<file path="src/rtl/game_sequencer.sv">
// -----------------------------------------------------------------------------
// game_sequencer
//   Top-level game controller. Runs the IDLE -> RUNNING -> DEFUSED/EXPLODED
//   flow. It latches the initial BCD time and accumulates strikes and solved
//   flags. It also decides the outcome from the timer digits. Every output is
//   registered.
//
// State table:
//   S_IDLE     | waiting for start; game_state = 8'h00
//   S_RUNNING  | game in progress; game_state = 8'h10
//   S_DEFUSED  | all modules solved; game_state = 8'h20
//   S_EXPLODED | strikes exhausted or timer hit zero; game_state = 8'h30
//
// Ports:
//   clk          : system clock
//   reset        : synchronous, active-low reset
//   start        : single-cycle pulse; starts a game or leaves an end state
//   time_sel     : difficulty select, sampled on start in IDLE
//   value_three  : timer BCD hundreds digit
//   value_two    : timer BCD tens digit
//   value_one    : timer BCD units digit
//   solved       : per-module solved level
//   strike       : per-module single-cycle strike pulse
//   game_state   : state code for the timer and the puzzle modules
//   init_time    : BCD {hundreds, tens, units} initial time
//   strike_count : accumulated strikes (saturates at 15)
//   solved_mask  : sticky per-module solved flags
// -----------------------------------------------------------------------------
module game_sequencer #(
    parameter int NUM_MODULES  = 4,
    parameter int MAX_STRIKES  = 3,
    parameter int GUARD_CYCLES = 4
) (
    input  logic                   clk,
    input  logic                   reset,
    input  logic                   start,
    input  logic [1:0]             time_sel,
    input  logic [3:0]             value_three,
    input  logic [3:0]             value_two,
    input  logic [3:0]             value_one,
    input  logic [NUM_MODULES-1:0] solved,
    input  logic [NUM_MODULES-1:0] strike,
    output logic [7:0]             game_state,
    output logic [11:0]            init_time,
    output logic [3:0]             strike_count,
    output logic [NUM_MODULES-1:0] solved_mask
);

    localparam int GW = $clog2(GUARD_CYCLES + 1);

    typedef enum logic [1:0] {
        S_IDLE     = 2'd0,
        S_RUNNING  = 2'd1,
        S_DEFUSED  = 2'd2,
        S_EXPLODED = 2'd3
    } state_t;

    state_t                 r_state;
    logic [7:0]             r_game_state;
    logic [11:0]            r_init_time;
    logic [3:0]             r_strike_count;
    logic [NUM_MODULES-1:0] r_solved_mask;
    logic [GW-1:0]          r_guard;

    state_t                 w_state_next;
    logic [7:0]             w_game_state_next;
    logic [11:0]            w_init_time_next;
    logic [3:0]             w_strike_count_next;
    logic [NUM_MODULES-1:0] w_solved_mask_next;
    logic [GW-1:0]          w_guard_next;

    logic [3:0]             w_pop;
    logic [4:0]             w_strike_sum;
    logic [3:0]             w_strike_upd;
    logic [NUM_MODULES-1:0] w_solved_upd;
    logic                   w_timer_zero;

    // Running values for this cycle: the exit decision looks at these,
    // not at the registered copies.
    always_comb begin
        w_pop = 4'd0;
        for (int i = 0; i < NUM_MODULES; i++) begin
            w_pop = w_pop + 4'(strike[i]);
        end
        w_strike_sum = {1'b0, r_strike_count} + {1'b0, w_pop};
        w_strike_upd = (w_strike_sum > 5'd15) ? 4'd15 : w_strike_sum[3:0];
        w_solved_upd = r_solved_mask | solved;
        w_timer_zero = (value_three == 4'd0) && (value_two == 4'd0) &&
                       (value_one == 4'd0);
    end

    always_comb begin
        w_state_next        = r_state;
        w_init_time_next    = r_init_time;
        w_strike_count_next = r_strike_count;
        w_solved_mask_next  = r_solved_mask;
        w_guard_next        = r_guard;

        case (r_state)
            S_IDLE: begin
                if (start) begin
                    case (time_sel)
                        2'b00:   w_init_time_next = 12'h300;
                        2'b01:   w_init_time_next = 12'h200;
                        2'b10:   w_init_time_next = 12'h100;
                        default: w_init_time_next = 12'h060;
                    endcase
                    w_strike_count_next = 4'd0;
                    w_solved_mask_next  = '0;
                    w_guard_next        = GW'(GUARD_CYCLES);
                    w_state_next        = S_RUNNING;
                end
            end
            S_RUNNING: begin
                w_guard_next        = (r_guard != '0) ? r_guard - 1'b1 : '0;
                w_strike_count_next = w_strike_upd;
                w_solved_mask_next  = w_solved_upd;
                // The zero check uses the guard held this cycle, so the
                // first GUARD_CYCLES running cycles never see the timer
                // digits while the timer is still loading.
                if (w_strike_upd >= 4'(MAX_STRIKES)) begin
                    w_state_next = S_EXPLODED;
                end else if ((r_guard == '0) && w_timer_zero) begin
                    w_state_next = S_EXPLODED;
                end else if (&w_solved_upd) begin
                    w_state_next = S_DEFUSED;
                end
            end
            S_DEFUSED, S_EXPLODED: begin
                if (start) begin
                    w_state_next = S_IDLE;
                end
            end
            default: begin
                w_state_next = S_IDLE;
            end
        endcase
    end

    always_comb begin
        case (w_state_next)
            S_RUNNING:  w_game_state_next = 8'h10;
            S_DEFUSED:  w_game_state_next = 8'h20;
            S_EXPLODED: w_game_state_next = 8'h30;
            default:    w_game_state_next = 8'h00;
        endcase
    end

    always_ff @(posedge clk) begin
        if (!reset) begin
            r_state        <= S_IDLE;
            r_game_state   <= 8'h00;
            r_init_time    <= 12'h300;
            r_strike_count <= 4'd0;
            r_solved_mask  <= '0;
            r_guard        <= '0;
        end else begin
            r_state        <= w_state_next;
            r_game_state   <= w_game_state_next;
            r_init_time    <= w_init_time_next;
            r_strike_count <= w_strike_count_next;
            r_solved_mask  <= w_solved_mask_next;
            r_guard        <= w_guard_next;
        end
    end

    assign game_state   = r_game_state;
    assign init_time    = r_init_time;
    assign strike_count = r_strike_count;
    assign solved_mask  = r_solved_mask;

endmodule

</file>
<file path="config.mk">
export PLATFORM = sky130hd
export DESIGN_NAME = game_sequencer
export DESIGN_NICKNAME = d
export VERILOG_FILES = /design/src/rtl/game_sequencer.sv
export SDC_FILE = /design/constraint.sdc
export NUM_CORES = 1
export LEC_CHECK = 0
export ABC_AREA = 1
export CELL_PAD_IN_SITES_DETAIL_PLACEMENT = 1
export CELL_PAD_IN_SITES_GLOBAL_PLACEMENT = 1
export CORE_MARGIN = 3
export CORE_UTILIZATION = 26
export DETAILED_ROUTE_END_ITERATION = 10
export PLACE_DENSITY = 0.87
export SLEW_MARGIN = 20
export SYNTH_ARGS = -nofsm -noshare
export SYNTH_HDL_FRONTEND = slang
export SYNTH_SLANG_ARGS = --single-unit
</file>
<file path="constraint.sdc">
create_clock -name clk -period 3.78 [get_ports clk]
set_clock_uncertainty 0.05 [all_clocks]
set_input_delay 1.134 -clock clk [delete_from_list [all_inputs] [get_ports clk]]
set_output_delay 1.134 -clock clk [all_outputs]
set_load 0.005 [all_outputs]
</file>
==> flow_metrics.tcl <==
set metrics [dict create \
    outcome "completed" \
    die_w_um 69.51 \
    cp.arrival_ns 3.52 \
    cap_viol_max_count 0 \
    die_area_um2 4831 \
    clock_sinks 17 \
    grt_usage_pct 10.75 \
    worstSetupPathDepth 12 \
    synthCells 150 \
    r2r_cells 10 \
    clk_pin_slew_ns 0.06 \
    r2r-end "r_state[0]$_SDFF_PN0_" \
    nNetsFinal 220 \
    htreeDepth 1 \
    cellPowerDensity_nw_per_um2 340.0 \
    ios 53 \
    crit_chain "clkdlybuf4s50_1 -> fa_1 -> inv_1 -> fa_1 -> inv_1 -> fa_1 -> inv_1 -> nor2_1 -> nor2_1 -> nand2_2 -> nor2_2 -> nor3_1" \
    yosys.area_share.adder_pct 9.308 \
    clockBufferDepth 2 \
    synthXorXnorAreaFrac_pct 0 \
    layout_commonest_cell "clkdlybuf4s50_1" \
    critPathKind "in -> reg" \
    min_path_type "reg -> reg" \
    synth.mux.area_fraction_pct 0 \
    grt_overflow_total 0 \
    synth_top_family_by_area "simple AND/OR/NAND/NOR gates" \
    worstPathRequired_ns 3.85 \
    ys_seq_elements 17 \
    worstHoldEndpoint "r_guard[1]$_SDFFE_PN0P_" \
    yosys_warnings 0 \
    grt_start_max_net_pins 13 \
    io_buffer_count 38 \
    drtAntennaViolNets 0 \
    synth_area_per_cell_um2 6.990 \
    place_area_um2 1414 \
    wl_um 2490 \
    slowest_stage "fa_1" \
    cts_root_buf "clkbuf_8" \
    dr_total_vias 1003 \
    dieHeight_um 69.51 \
    drt_iter0_drc 27 \
    hp-start "r_guard[1]$_SDFFE_PN0P_" \
    cts-hold-fix-buffers 0 \
    leakage_nw 0.6643 \
    wl_per_cell_um 10.55 \
    clk_latency_ns 0.25 \
    setup_viol 0 \
    tritoncts "done" \
    syn_to_final_growth_pct 39.14 \
    rows 22 \
    cts_resized 0 \
    synth-simple-area-share_pct 26.13 \
    yosysUniqueCellTypes 24 \
    grt_pass1_vias 1063 \
    end_kind "register" \
    fp.coreArea_um2 3771 \
    ir_worst_vdd_mv 0.2049 \
    fmax_mhz 290.1 \
    ys_seq_area_share_pct 32.46 \
    final_cell_mix "clkdlybuf4s50_1, nand2_1, inv_1" \
    max_stage_delay_ns 0.54 \
    start_util_pct 27.80 \
    rsz0062_at_grt "false" \
    synth_compound_area_share_pct 11.34 \
    postCtsSetupRepairBufs 0 \
    grt_first_pass_wirelength_um 4429 \
    drv_slew 0 \
    numCtsBuffers 3 \
    routabilityCongestion 0.7053 \
    drive_gt1_share_pct 6.915 \
    dp_hpwl_um 2086 \
    num_antenna_cells 0 \
    synthesis.area_um2 1049 \
    drc 0 \
    drt_first_pass_iters 2 \
    critical-path-top-delay-family "adder cells" \
    setup_tns_ns 0 \
    final_area_um2 1459 \
    layout_min_cycle_time_ns 3.448 \
    viasPerCell 4.250 \
    holdPathStages 2 \
    hold_viol 0 \
    antenna_found_initial 0 \
    start_kind "input pin" \
    rrSetupSlack_ns 1.81 \
    rr_startpoint "strike_count[0]$_SDFFE_PN0P_" \
    path_buf_inv 4 \
    finalCritPeriodShare_pct 91.21 \
    critPathMaxFanout 2 \
]
layer usage:
layer	vias up	part of all wire, %	routed length, um	track usage [%]
li1	510	-	-	-
met1	467	42	1048	11.81
met3	0	6.1	153	3.478
met4	0	0	0	1.302
met2	26	52	1288	20.44
met5	-	0	0	0
power breakdown:
group          leakage, nW  internal (W)  switching (W)
combinational        0.502     0.0000786      0.0000751
clock               0.0228     0.0000746      0.0000580
sequential           0.140      0.000196      0.0000135
total                0.664      0.000349       0.000147
metrics by stage:
step / cells / hold slack (ns) / worst slack (ns) / total power (W) / util [%]
final: 236 / 0.4135 / 0.3324 / 0.0004960 / 38.69
after global routing: 236 / 0.4492 / 0.1760 / 0.0005328 / 38.69
after CTS: 236 / 0.4215 / 0.2970 / 0.0005042 / 38.69
after detailed placement: 232 / 0.4059 / 0.02193 / 0.0003692 / 37.49
after global placement: 232 / 0.3931 / 0.09101 / 0.0003653 / 37.49
after floorplan: 163 / 0.3889 / 0.6262 / 0.0003093 / -
flip-flops by register name (all words and copies together) (netlist names):
| signal | count |
|---|---|
| game_state | 1 |
| init_time | 3 |
| r_guard | 3 |
| r_state | 2 |
| solved_mask | 4 |
| strike_count | 4 |
cells in the mapped netlist, drive strengths merged:
library cell   n  area share, %
nand2         35             13
inv           24            8.6
nor2          19            7.3
dfxtp         17             32
buf           16             11
a21oi          8            3.8
o21ai          6            2.9
nand3          5            2.4
a22oi          3            2.1
fa             3            5.7
ha             3            3.6
nor3           3            1.4
or2            2            1.2
a211o          1           0.84
a21o           1           0.72
clkbuf         1           0.36
conb           1           0.36
nand4          1           0.60
o211a          1           0.95
layout make-up:
| class | count | area (um2) |
|---|---|---|
| fillers | 467 | 2312 |
| repair buffers | 38 | 380.4 |
| flip-flops and latches | 17 | 340.3 |
| multi-input cells | 105 | 543.0 |
| inverters | 24 | 90.09 |
| clock buffers | 4 | 45.04 |
| well taps | 48 | 60.06 |
how the worst max path moves through the flow:
stage,startpoint,to
6_report,strike[0],r_state[0]$_SDFF_PN0_
5_1_grt,strike[0],r_state[1]$_SDFF_PN0_
4_1_cts,strike[0],r_state[0]$_SDFF_PN0_
3_5_place_dp,strike[0],r_state[0]$_SDFF_PN0_
3_3_place_gp,strike[0],r_state[1]$_SDFF_PN0_
2_1_floorplan,strike[0],r_state[1]$_SDFF_PN0_
tightest hold or removal path, cell delays in order (launching register included):
cell and delay, ns:
dfxtp_1 0.31, nand2_1 0.06, a21oi_1 0.05
kinds of logic (layout without fill, tap and decap cells):
group | Yosys count | count (layout)
AO/OA/AOI/OAI | 20 | 20
AND/OR/NAND/NOR | 65 | 65
flip-flops | 17 | 17
buffers and inverters | 41 | 66
other | 1 | 14
adder cells (fa/ha/maj) | 6 | 6
Power figures use the tool's default switching activity.
